### src/rtl/instruction_fetch.sv
// Instruction fetch stage: issues one memory request at a time from the PC,
// buffers returned instructions in a small circular FIFO, and discards
// responses belonging to requests flushed by a branch or abandoned by reset.
module instruction_fetch #(
  parameter logic [31:0] RESET_ADDR = 32'h0000_1000,
  parameter logic [31:0] MAX_ADDR   = 32'h0000_2000,
  parameter int unsigned FIFO_DEPTH = 2
) (
  input  logic        clk,
  input  logic        rst_n,
  input  logic [31:0] pc_current,
  input  logic        branch_taken,
  output logic        pc_stall,
  output logic        imem_req_valid,
  input  logic        imem_req_ready,
  output logic [31:0] imem_req_addr,
  input  logic        imem_rsp_valid,
  input  logic [31:0] imem_rsp_data,
  output logic        if_valid,
  input  logic        if_ready,
  output logic [31:0] if_instr,
  output logic [31:0] if_pc,
  output logic        if_fault
);

  localparam int unsigned     PtrW     = $clog2(FIFO_DEPTH);
  localparam int unsigned     CntW     = PtrW + 1;
  localparam logic [PtrW-1:0] PtrMax   = PtrW'(FIFO_DEPTH - 1);
  localparam logic [CntW-1:0] CntMax   = CntW'(FIFO_DEPTH);
  localparam logic [31:0]     NopInstr = 32'h0000_0013;

  typedef enum logic [1:0] {StIdle, StWait, StDrop, StFault} state_e;

  state_e                          state_q, state_d;
  logic [31:0]                     req_pc_q, req_pc_d;
  logic [PtrW-1:0]                 wr_ptr_q, wr_ptr_d;
  logic [PtrW-1:0]                 rd_ptr_q, rd_ptr_d;
  logic [CntW-1:0]                 count_q, count_d;
  logic [FIFO_DEPTH-1:0][31:0]     fifo_pc_q, fifo_pc_d;
  logic [FIFO_DEPTH-1:0][31:0]     fifo_instr_q, fifo_instr_d;
  logic [FIFO_DEPTH-1:0]           fifo_fault_q, fifo_fault_d;

  logic        room;
  logic        pc_ok;
  logic        accept;
  logic        push;
  logic        pop;
  logic [31:0] push_pc;
  logic [31:0] push_instr;
  logic        push_fault;

  assign room          = (count_q < CntMax);
  assign pc_ok         = (pc_current[1:0] == 2'b00) && (pc_current < MAX_ADDR);
  assign accept        = imem_req_valid && imem_req_ready;
  assign imem_req_addr = pc_current;
  // The PC only moves on an accepted fetch or a branch redirect; reset holds it.
  assign pc_stall      = !rst_n || !(accept || branch_taken);

  assign if_valid = (count_q != '0);
  assign if_pc    = fifo_pc_q[rd_ptr_q];
  assign if_instr = fifo_instr_q[rd_ptr_q];
  assign if_fault = fifo_fault_q[rd_ptr_q];
  assign pop      = if_valid && if_ready && !branch_taken;

  // Fetch FSM: next state, request valid and the single-entry push it produces.
  always_comb begin
    state_d        = state_q;
    req_pc_d       = req_pc_q;
    imem_req_valid = 1'b0;
    push           = 1'b0;
    push_pc        = pc_current;
    push_instr     = imem_rsp_data;
    push_fault     = 1'b0;
    if (rst_n) begin
      unique case (state_q)
        StIdle: begin
          // Any response seen here is stale (from before a reset) and is dropped.
          if (!branch_taken && room) begin
            if (pc_ok) begin
              imem_req_valid = 1'b1;
              if (imem_req_ready) begin
                req_pc_d = pc_current;
                state_d  = StWait;
              end
            end else begin
              push       = 1'b1;
              push_instr = NopInstr;
              push_fault = 1'b1;
              state_d    = StFault;
            end
          end
        end
        StWait: begin
          if (branch_taken) begin
            state_d = imem_rsp_valid ? StIdle : StDrop;
          end else if (imem_rsp_valid) begin
            push    = 1'b1;
            push_pc = req_pc_q;
            state_d = StIdle;
          end
        end
        StDrop: begin
          if (imem_rsp_valid) begin
            state_d = StIdle;
          end
        end
        StFault: begin
          if (branch_taken) begin
            state_d = StIdle;
          end
        end
        default: state_d = StIdle;
      endcase
    end
  end

  // Circular buffer bookkeeping; a branch empties it and suppresses push/pop.
  always_comb begin
    count_d      = count_q;
    wr_ptr_d     = wr_ptr_q;
    rd_ptr_d     = rd_ptr_q;
    fifo_pc_d    = fifo_pc_q;
    fifo_instr_d = fifo_instr_q;
    fifo_fault_d = fifo_fault_q;
    if (branch_taken) begin
      count_d  = '0;
      wr_ptr_d = '0;
      rd_ptr_d = '0;
    end else begin
      if (push) begin
        fifo_pc_d[wr_ptr_q]    = push_pc;
        fifo_instr_d[wr_ptr_q] = push_instr;
        fifo_fault_d[wr_ptr_q] = push_fault;
        wr_ptr_d = (wr_ptr_q == PtrMax) ? '0 : wr_ptr_q + PtrW'(1);
      end
      if (pop) begin
        rd_ptr_d = (rd_ptr_q == PtrMax) ? '0 : rd_ptr_q + PtrW'(1);
      end
      if (push && !pop) begin
        count_d = count_q + CntW'(1);
      end else if (!push && pop) begin
        count_d = count_q - CntW'(1);
      end
    end
  end

  // Control state with synchronous active-low reset.
  always_ff @(posedge clk) begin
    if (!rst_n) begin
      state_q  <= StIdle;
      req_pc_q <= RESET_ADDR;
      count_q  <= '0;
      wr_ptr_q <= '0;
      rd_ptr_q <= '0;
    end else begin
      state_q  <= state_d;
      req_pc_q <= req_pc_d;
      count_q  <= count_d;
      wr_ptr_q <= wr_ptr_d;
      rd_ptr_q <= rd_ptr_d;
    end
  end

  // Buffer payload needs no reset: it is only observed when count is non-zero.
  always_ff @(posedge clk) begin
    fifo_pc_q    <= fifo_pc_d;
    fifo_instr_q <= fifo_instr_d;
    fifo_fault_q <= fifo_fault_d;
  end

  // Simulation sanity: legal parameters and no buffer overflow.
  always_ff @(posedge clk) begin
    if (rst_n) begin
      assert (count_q <= CntMax);
      assert ((RESET_ADDR < MAX_ADDR) && (RESET_ADDR[1:0] == 2'b00));
      assert ((FIFO_DEPTH == 2) || (FIFO_DEPTH == 4));
    end
  end

endmodule

### config.mk
export PLATFORM = sky130hd
export DESIGN_NAME = instruction_fetch
export DESIGN_NICKNAME = d
export VERILOG_FILES = /design/src/rtl/instruction_fetch.sv
export SDC_FILE = /design/constraint.sdc
export NUM_CORES = 1
export LEC_CHECK = 0
export CAP_MARGIN = 20
export CORE_ASPECT_RATIO = 1.5
export CORE_MARGIN = 2
export CORE_UTILIZATION = 37
export DETAILED_ROUTE_END_ITERATION = 16
export PLACE_DENSITY = 0.66
export REMOVE_ABC_BUFFERS = 1
export SETUP_SLACK_MARGIN = 0.2
export SYNTH_ARGS = -nofsm -noshare
export SYNTH_HDL_FRONTEND = slang
export SYNTH_SLANG_ARGS = --single-unit
### constraint.sdc
create_clock -name clk -period 8.42 [get_ports clk]
set_clock_uncertainty 0.15 [all_clocks]
set_input_delay 0.842 -clock clk [delete_from_list [all_inputs] [get_ports clk]]
set_output_delay 0.842 -clock clk [all_outputs]
set_load 0.005 [all_outputs]
---- Yosys cells after proc, flatten, opt, wreduce, memory -nomap -nowiden ----
Index checks and enable logic that the tools add are counted.
cells by class
  add/sub/neg operators ................... 4
  $mul .................................... 0
  div/mod/pow operators ................... 0
  reductions and logical operators ........ 23
  shift-type cells ........................ 0
  mux-type cells .......................... 45
  bitwise operators ....................... 2
  order comparisons ....................... 5
  eq/ne operators ......................... 6
operators with widths
  operator                                               count
  2-to-1 mux 32 bit                                      13
  bitwise mux 64 bit                                     2
  demux 32 bit (select 1 bit)                            1
  < comparator 32 x 14 -> 1 bit (second input constant)  1
  2-to-1 mux 2 bit                                       9
  2-to-1 mux 1 bit                                       16
  logical AND 1 bit                                      8
  case mux 2 bit (4 select lines)                        1
  zero test 1 bit                                        5
  equality test 2 bit (second input constant)            2
  zero test 2 bit                                        2
  < comparator 1 x 2 -> 1 bit (second input constant)    2
  != test 2 bit (second input constant)                  2
  AND reduction 4 bit                                    1
  nonzero test 2 bit                                     2
  != test 3 bit (second input constant)                  1
  AND reduction 3 bit                                    1
  adder 1 bit (second input constant)                    2
  adder 2 x 1 -> 2 bit (second input constant)           1
  bitwise mux 2 bit                                      1
  equality test 2 x 1 -> 1 bit (second input constant)   1
  logical OR 1 bit                                       2
  < comparator 2 bit (second input constant)             1
  NOT 1 bit                                              2
  6 further kinds                                        6
storage, ports and cells
  latch bits .............................. 0
  output and inout bits ................... 100
  word-level logic and storage cells ...... 95
  RAM bits ................................ 0
  ROM bits ................................ 0
  flip-flop bits (word level) ............. 168
  memories kept ........................... 0

---- Depth between registers and ports, before layout ----
Gate-level depths: netlist (run 1).
  word-level depth ........................ 10
  mapped depth ............................ 8
  depth with buffers taken out ............ 8

---- Least setup slack after synthesis (run 1) ----
Ideal clock, no wire load.
  kind .................................... input port to flip-flop
  start point ............................. input branch_taken
  end point ............................... register fifo_fault_q[1] (enable)
  stages on the path ...................... 4
  setup slack ............................. 3495 ps
  path buffers ............................ 0
  arrival time ............................ 4279 ps
  required time ........................... 7775 ps
  path through ............................ nand3b_1 -> a2bb2oi_1 -> o21bai_1 -> nor2b_1
on the way
  word-level cells in the longest chain between the ends .. 6
  elaborated cells between the ends (all ways) .. 8
RTL lines
  element                                   line  RTL
  from (decl)                               12    input logic branch_taken,
  zero test 1 bit                           78    if (!branch_taken && room) begin
  logical AND 1 bit                         78
  2-to-1 mux 1 bit                          78
  case mux 1 bit (2 select lines)           75    unique case (state_q)
  2-to-1 mux 1 bit                          74    if (rst_n) begin
  AND reduction 2 bit (no source line) (*)  --
  to (signal assigned)                      168   fifo_fault_q <= fifo_fault_d;
  to (decl)                                 41    logic [FIFO_DEPTH-1:0] fifo_fault_q, fifo_fault_d;
Every way passes the cells marked *; elsewhere a longest branch is shown, timed or not.
A chain may end at the register's enable or synchronous reset.

---- Worst setup path after layout (run 1) ----
  start point ............................. input pc_current[26]
  end point ............................... output pc_stall
on the way
  word-level cells in the longest chain between the ends .. 10
RTL lines
  element                        line  RTL
  from (decl)                    11    input logic [31:0] pc_current,
  < comparator 32 x 14 -> 1 bit  53    assign pc_ok = (pc_current[1:0] == 2'b00) && (pc_current < MAX_ADDR);
  logical AND 1 bit              53
  2-to-1 mux 1 bit               79    if (pc_ok) begin
  2-to-1 mux 1 bit               78
  2-to-1 mux 1 bit               75
  2-to-1 mux 1 bit               74
  logical AND 1 bit              54    assign accept = imem_req_valid && imem_req_ready;
  logical OR 1 bit               57    assign pc_stall = !rst_n || !(accept || branch_taken);
  zero test 1 bit                57
  logical OR 1 bit               57
  to (decl)                      13    output logic pc_stall,
Every way passes these cells.

==> results.md, run 1 <==
* Status: complete, no violations
* Die Ht at 173 um
* Crit share post-route at around 51%
* Cells after Synth at about 460
* Synthesized flop and latch total at ~170
* Width of the die at approximately 120 um
* CP arrival at about 3.3 ns
* Hold Crit Class: reg -> reg
* Crit. End Element: output pin
* Gpl congestion at 0.769
* First-pass GRT wire length at around 22000 um
* Synthesis warning total at 0
* Area grow syn2layout at 32.9%
* Largest net degree at the start of global routing at 67
* DR pass1 iterations at 4
* Worst-skew pair later-pin latency at a little over 0.4 ns
* Antenna diodes at 0
* Final min period at 4.25 ns
* Worst Slack Setup Final at 4.17 ns
* Most frequent cells in the layout: clkdlybuf4s50_1, edfxtp_1, mux2_2, dfxtp_1, and2_1
* Worst-Margin Slew at approximately 0.95 ns
* Detailed Route Iter0 Violations at 142
* CTS Root Cell: clkbuf_16
* Pwr dens at between 200 and 250 mW/mm2
* Netlist cell types at 39
* Wire length per cell at around 17 um
* GRT Util Overall at between 10% and 20%
* Placement Rows at a little over 60
* IO Port Bufs at roughly 170
* Hold Buf Count CTS at 0
* Slew Limit Headroom at 36.4%
* Seq/Total Area, Yosys at between 60% and 70%
* Total wire length at approximately 14000 um
* Global-route met1 utilization at 15.3%
* Pre-CTS WS at 3.60 ns
* Setup Crit Path Kind: in -> out
* Num ports at 170
* Initial Utilization at between 30% and 40%
* Final core utilization at between 50% and 60%
* Synth Flop Type: edfxtp_1
* Commonest non-fill, non-tap cell in the layout: clkdlybuf4s50_1
* EDFF count, synth at 130
* Reg clk slew, reported paths at roughly 0.070 ns
* RSZ-0062 raised after global routing: false
* Post-synth top area share at between 50% and 60%
* Leading area contributor after synthesis: edfxtp_1
* Number of max-cap violations at 0
* Asr flop ratio synth at 0%
* # resized after CTS at 0
* Grt ovf at 0
* Final number of max-transition violations at 0
* Leak pwr at around 3.3 nW
* Max FO, Critical Path at 10
* Type of origin of the critical path: primary input
* Final HPWL DP at approximately 9400 um
* Busiest layer in global routing: met2
* TritonCTS buffer count at 17
* H-tree depth at 4
* DRC Markers at 0
* CTS Buffer Depth at 2
* Initial antenna violation count at 0
* Endpoints failing setup at 0
* Postcts setup bufs at 0
* Setup TNS at 0 ns
* CTS tree: done
* Vias at roughly 4100
* Post-route antenna net violation count at 0
* Vias in the first global route at roughly 4300
* # nets final at around 670
* Mapped Area at about 0.007 mm2
* Fmax at 235 MHz
* Peak supply drop at about 0.11 mV
* Final hold viol count at 0
* Total clock sinks at 168
* Critical Path RT at 7.43 ns
* Die Area at just over 0.02 mm2
* Vias per cell at 4.75
* Largest cells by area after synthesis: edfxtp_1, mux2_2, dfxtp_1, buf_4, and2_1
* Global-route track usage on met3 at under 10%
* Core area at between 0.015 and 0.02 mm2
* Share of layout cells above drive strength 1 at between 20% and 30%
* Syn avg cell area at ~15 um2
* Met2 Use GR at about a quarter
-- sequential cells by signal (all words and copies together) (netlist names) --
name          count
req_pc_q         32
state_q           2
rd_ptr_q          1
fifo_pc_q        64
wr_ptr_q          1
fifo_fault_q      2
count_q           2
fifo_instr_q     64
-- kinds of logic (layout without fill, tap and decap cells) --
group                      Yosys count  in the layout  synth area share [%]
adders and majority gates            1              1                 0.178
xor gates and xnor gates             3              3                 0.374
DFF                                168            168                  66.4
buffers and inverters               59            211                  5.56
muxes                              108            108                  17.1
AOI/OAI and AO/OA                   14             14                  1.37
and+or+nand+nor                    104            104                  9.01
-- layout make-up --
cell class,instances,area (um2)
clock buffers,17,425
clock inverters,15,185
fillers,1581,9210
inverters,5,18.8
multi-input cells,230,1990
flip-flops and latches,168,4670
well taps,252,315
repair buffers,174,1730
-- critical path: stages --
cell	delay [ns]
clkdlybuf4s50_1	0.45
nor3_1	0.46
nand4_2	0.35
nor3_2	0.36
buf_6	0.22
o21ai_0	0.09
clkdlybuf4s50_1	0.48
-- metrics by stage --
step	power (mW)	instance area [um2]	hold slack, ns	std cells
after global routing	2.01	9340	0.312	861
final	1.94	9340	0.307	861
after floorplan	1.03	6650	0.281	403
after global placement	1.16	8710	0.291	828
after detailed placement	1.16	8710	0.298	828
after CTS	1.97	9320	0.308	860
-- cell usage after synthesis, drive strengths merged (2+ instances only) --
cell type and n:
edfxtp 130, mux2 97, buf 43, dfxtp 38, and2 29, nand2 25
and3 21, clkbuf 11, mux2i 11, inv 5, nor2 5, nor4 5
nand2b 4, nor3 4, or2 4, o21ai 3, xor2 3, a21oi 2
nand3b 2, o211ai 2, o21bai 2, or3 2
-- layer usage --
layer | vias up | wire length, um
li1 | 1924 | -
met1 | 2022 | 5600
met2 | 129 | 7910
met3 | 14 | 660
met4 | 0 | 213
met5 | - | 0
-- where the power goes --
part	switching, mW	internal (mW)	leakage, nW
logic	0.0791	0.117	1.45
clock network	0.323	0.474	0.304
registers	0.0116	0.933	1.50
total	0.414	1.52	3.25
-- worst paths after layout --
kind / end / start / slack (ns) / cells after the start
hold / removal: req_pc_q[5]$_SDFFE_PN0P_ / req_pc_q[5]$_SDFFE_PN0P_ / 0.31 / 2
setup reg to reg: fifo_instr_q[35]$_DFFE_PP_ / count_q[1]$_SDFFE_PP0P_ / 5.69 / 5
hold reg to reg: req_pc_q[5]$_SDFFE_PN0P_ / req_pc_q[5]$_SDFFE_PN0P_ / 0.31 / 2
setup / recovery: pc_stall / pc_current[26] / 4.17 / 7
Note: power is estimated with default switching activity, not from simulation.
==> inputs of run 2 (changes only) <==
clock period = 4.3 ns   (was 8.42 ns; I/O delays follow)
==> results.md, run 2 (synthesis gave the netlist of run 1 again) <==
* Commonest non-fill, non-tap cell in the layout: clkdlybuf4s50_1
* # resized after CTS at 0
* Area grow syn2layout at 32.1%
* Setup TNS at 0 ns
* TritonCTS buffer count at 17
* Most frequent cell on the critical path: clkdlybuf4s50_1
* Placement Rows at 61
* Hold depth at 2
* Final hold viol count at 0
* Final HPWL DP at 9520 um
* Vias per cell at 4.72
* R2r worst-path depth at 5
* Setup Crit Path Kind: in -> out
* Largest net degree at the start of global routing at 67
* Final number of max-transition violations at 0
* IO Port Bufs at approximately 170
* Crit. End Element: output pin
* Antenna diodes at 0
* First-pass GRT wire length at roughly 23000 um
* Reg2reg start: count_q[1]$_SDFFE_PP0P_
* Wire length per cell at 16.7 um
* Initial antenna violation count at 0
* Critical-path cell list: clkdlybuf4s50_1 -> nor3_1 -> nand4_2 -> nor3_2 -> buf_4 -> o21ai_0 -> clkdlybuf4s50_1
* Leak pwr at around 3.2 nW
* CP top delay family: buffers and inverters
* Die Ht at about 170 um
* # nets final at approximately 670
* Hold Crit Class: reg -> reg
* Vias at ~4000
* Endpoints failing setup at 0
* Width of the die at 117 um
* Pwr dens at a little under 400 mW/mm2
* Core area at roughly 0.019 mm2
* Peak supply drop at ~0.17 mV
* Crit share post-route at between 70% and 80%
* Final core utilization at 50.1%
* CTS Buffer Depth at 2
* Most frequent cells in the layout: clkdlybuf4s50_1, edfxtp_1, mux2_2, dfxtp_1, and2_1
* Type of origin of the critical path: primary input
* H-tree depth at 4
* Sequential Area at 0.00467 mm2
* CTS Root Cell: clkbuf_16
* Fmax at roughly 300 MHz
* Worst path depth at 7
* Reg clk slew, reported paths at 0.06 ns
* DRC Markers at 0
* Slowest Stage Delay on Critical Path at 0.48 ns
* Status: complete, no violations
* Worst-Margin Slew at a little under 1 ns
* Total clock sinks at roughly 170
* Number of max-cap violations at 0
* Gpl congestion at roughly 0.79
* Vias in the first global route at around 4400
* Post-route antenna net violation count at 0
* Slew Limit Headroom at 33.7%
* Critical Path RT at around 3.7 ns
* Postcts setup bufs at 0
* Regs by FF count: fifo_instr_q: 64 flops, fifo_pc_q: 64 flops, req_pc_q: 32 flops
* CP arrival at 2.72 ns
* DR pass1 iterations at 5
* Hold Path Sink: req_pc_q[2]$_SDFFE_PN0P_
* Final min period at roughly 3.3 ns
* Share of layout cells above drive strength 1 at 23.0%
* R2R setup slack at 1.25 ns
* Num ports at 170
* Total wire length at around 14000 um
* Worst-skew pair later-pin latency at 0.41 ns
* Fill cells at approximately 1600
* RSZ-0062 raised after global routing: false
* Die Area at 0.0201 mm2
* Grt ovf at 0
* Max FO, Critical Path at 11
* Hold path startpoint: req_pc_q[2]$_SDFFE_PN0P_
* Initial Utilization at ~38%
* FF-to-FF End: fifo_fault_q[1]$_DFFE_PP_
* Footprint of the multi-input gates at about 0.0020 mm2
* Slowest stage cell on the critical path: clkdlybuf4s50_1
* GRT Util Overall at between 10% and 20%
* Hold Buf Count CTS at 0
* Detailed Route Iter0 Violations at between 100 and 150
* CTS tree: done
* Buf/Inv on CP at 3
-- run 2: changes by cell type in the layout (fill, tap and decap cells not counted), sizes merged --
| cell | delta |
|---|---|
| bufinv | -1 |
| clkbuf | +3 |
| clkinv | +1 |
| clkinvlp | +3 |
| inv | -6 |
-- run 2: final cells by class --
class	count	share of cell area, %
Clock buffer	20	4.70
Clock inverter	12	1.35
Inverter	5	0.202
Multi-Input combinational cell	230	21.4
Sequential cell	168	50.3
Tap cell	252	3.40
Timing Repair Buffer	174	18.6
-- run 2: worst register-to-register path: cells and delay by family (launching register included) --
kind / cells / cell delay (ns)
compound gates: 2 / 0.39
buf+inv: 1 / 0.56
flops: 1 / 0.35
simple gates: 2 / 1.21
-- run 2: metal layers --
metal	global-route usage, %	up-vias	share of wire, %
met5	0	-	0
met4	7.39	0	2.5
met3	3.15	21	4.0
met2	25.6	113	53
met1	17.0	2007	41
li1	-	1927	-
-- run 2: how the worst max path moves through the flow --
stage                           endpoint  slack [ns]           start
2_1_floorplan  fifo_fault_q[1]$_DFFE_PP_       -0.21    branch_taken
3_3_place_gp     fifo_pc_q[46]$_DFFE_PP_        0.69    branch_taken
3_5_place_dp     fifo_pc_q[53]$_DFFE_PP_        0.61    branch_taken
4_1_cts                         pc_stall        0.91  pc_current[26]
5_1_grt                         pc_stall        0.78  pc_current[26]
6_report                        pc_stall         1.0  pc_current[26]
-- run 2: stage by stage --
step / total power [mW] / hold slack [ns] / cell area, um2 / setup WS (ns) / cells
after floorplan: 2.03 / 0.281 / 6650 / -0.211 / 403
after global placement: 2.27 / 0.289 / 8720 / 0.691 / 829
after detailed placement: 2.27 / 0.297 / 8720 / 0.612 / 829
after CTS: 3.73 / 0.311 / 9280 / 0.909 / 861
after global routing: 3.83 / 0.330 / 9280 / 0.779 / 861
final: 3.69 / 0.307 / 9280 / 0.999 / 861
-- run 2: where the power goes --
group          internal [mW]  switching, mW  total (mW)
logic                  0.229          0.156       0.385
registers               1.83         0.0230        1.85
clock network          0.853          0.601        1.45
total                   2.91          0.780        3.69
==> inputs of run 3 (changes only) <==
clock period = 3.3 ns   (was 4.3 ns; I/O delays follow)
==> results.md, run 3 (synthesis gave the netlist of run 1 again) <==
* Regs by FF count: fifo_instr_q: 64 flops, fifo_pc_q: 64 flops, req_pc_q: 32 flops
* CTS Root Cell: clkbuf_16
* IO Port Bufs at roughly 170
* Vias per cell at 4.74
* Slowest stage cell on the critical path: clkdlybuf4s50_1
* H-tree depth at 4
* Setup TNS at 0 ns
* Most frequent cell on the critical path: clkdlybuf4s50_1
* Die Area at 0.0201 mm2
* Crit. End Element: output pin
* Setup Crit Path Kind: in -> out
* Largest net degree at the start of global routing at 52
* Peak supply drop at about 0.26 mV
* Worst-skew pair later-pin latency at roughly 0.42 ns
* Status: complete, no violations
* Die Ht at 173 um
* CTS Buffer Depth at 2
* Max FO, Critical Path at 7
* Worst Slack Setup Final at ~0.37 ns
* # resized after CTS at 0
* Hold Crit Class: reg -> reg
* # nets final at ~670
* Post-route antenna net violation count at 0
* Total clock sinks at ~170
* Number of max-cap violations at 0
* Area grow syn2layout at 34.3%
* Initial antenna violation count at 0
* Worst-Margin Slew at slightly above 0.8 ns
* Reg clk slew, reported paths at ~0.060 ns
* Endpoints failing setup at 0
* RSZ-0062 raised after global routing: false
* Commonest non-fill, non-tap cell in the layout: clkdlybuf4s50_1
* Antenna diodes at 0
* Num ports at 170
* Final HPWL DP at a little under 10000 um
* Most frequent cells in the layout: clkdlybuf4s50_1, edfxtp_1, mux2_2, dfxtp_1, and2_1
* Share of layout cells above drive strength 1 at 24.8%
* Fmax at 341 MHz
* Crit share post-route at ~90%
* Gpl congestion at about 0.7
* Critical Path RT at between 2 and 3 ns
* Final number of max-transition violations at 0
* Vias in the first global route at approximately 4400
* CTS tree: done
* CP arrival at ~2.5 ns
* Grt ovf at 0
* Pre-CTS WS at 0.376 ns
* Critical-path cell list: clkdlybuf4s50_1 -> nor4_2 -> nand4_2 -> or2_2 -> nor2_1 -> clkdlybuf4s50_1
* Final hold viol count at 0
* Postcts setup bufs at 0
* Buf/Inv on CP at 2
* Slowest Stage Delay on Critical Path at 0.52 ns
* R2R setup slack at around 1.1 ns
* Detailed Route Iter0 Violations at ~250
* DRC Markers at 0
* TritonCTS buffer count at 17
* Width of the die at about 120 um
* CP top delay family: simple AND/OR/NAND/NOR gates
* Pwr dens at roughly 530 mW/mm2
* DR pass1 iterations at 4
* Leak pwr at roughly 3.3 nW
* Wire length per cell at between 15 and 20 um
* Vias at 4116
* First-pass GRT wire length at approximately 22000 um
* GRT Util Overall at about 15%
* Slew Limit Headroom at approximately 45%
* Placement Rows at slightly above 60
* Core area at approximately 0.019 mm2
* Final min period at slightly below 3 ns
* Total wire length at 14500 um
* Initial Utilization at 37.9%
* Type of origin of the critical path: primary input
* Hold Buf Count CTS at 0
## run 3: path summary, 6_finish.rpt
path | from | to | cells after the start
hold / removal | req_pc_q[5]$_SDFFE_PN0P_ | req_pc_q[5]$_SDFFE_PN0P_ | 2
setup / recovery | pc_current[14] | imem_req_valid | 6
hold reg to reg | req_pc_q[5]$_SDFFE_PN0P_ | req_pc_q[5]$_SDFFE_PN0P_ | 2
setup reg to reg | state_q[1]$_SDFFE_PN0P_ | fifo_pc_q[59]$_DFFE_PP_ | 3
## run 3: cell type report
| class | count | area (um2) |
|---|---|---|
| Fill cell | 1594 | 9110 |
| Sequential cell | 168 | 4670 |
| Multi-Input combinational cell | 230 | 1990 |
| Timing Repair Buffer | 181 | 1820 |
| Clock buffer | 19 | 464 |
| Tap cell | 252 | 315 |
| Clock inverter | 13 | 158 |
| Inverter | 5 | 18.8 |
## run 3: power breakdown
group	internal [mW]	total (mW)	switching, mW
registers	2.38	2.40	0.0248
logic	0.310	0.518	0.208
clock network	1.21	2.05	0.841
total	3.89	4.97	1.07
## run 3: worst register-to-register path: cells and delay by family (launching register included)
kind / cells / cell delay, ns
AND/OR/NAND/NOR: 2 / 0.90
multiplexers: 1 / 0.45
flip-flops: 1 / 0.41
## run 3: per-stage QoR
stage                     utilization, %  hold WS (ns)  std cells  area [um2]  power (mW)
after floorplan                        -         0.269        403        6650        2.64
after global placement              47.5         0.289        836        8810        2.96
after detailed placement            47.5         0.295        836        8810        2.98
after CTS                           50.9         0.307        868        9430        5.03
after global routing                50.9         0.334        868        9430        5.15
final                               50.9         0.305        868        9430        4.97
## run 3: layer usage
layer	GRT usage [%]	vias up	wire [um]
met3	3.26	18	632
met2	26.8	123	7960
met4	5.95	0	242
met1	16.0	2035	5640
met5	0	-	0
li1	-	1940	-
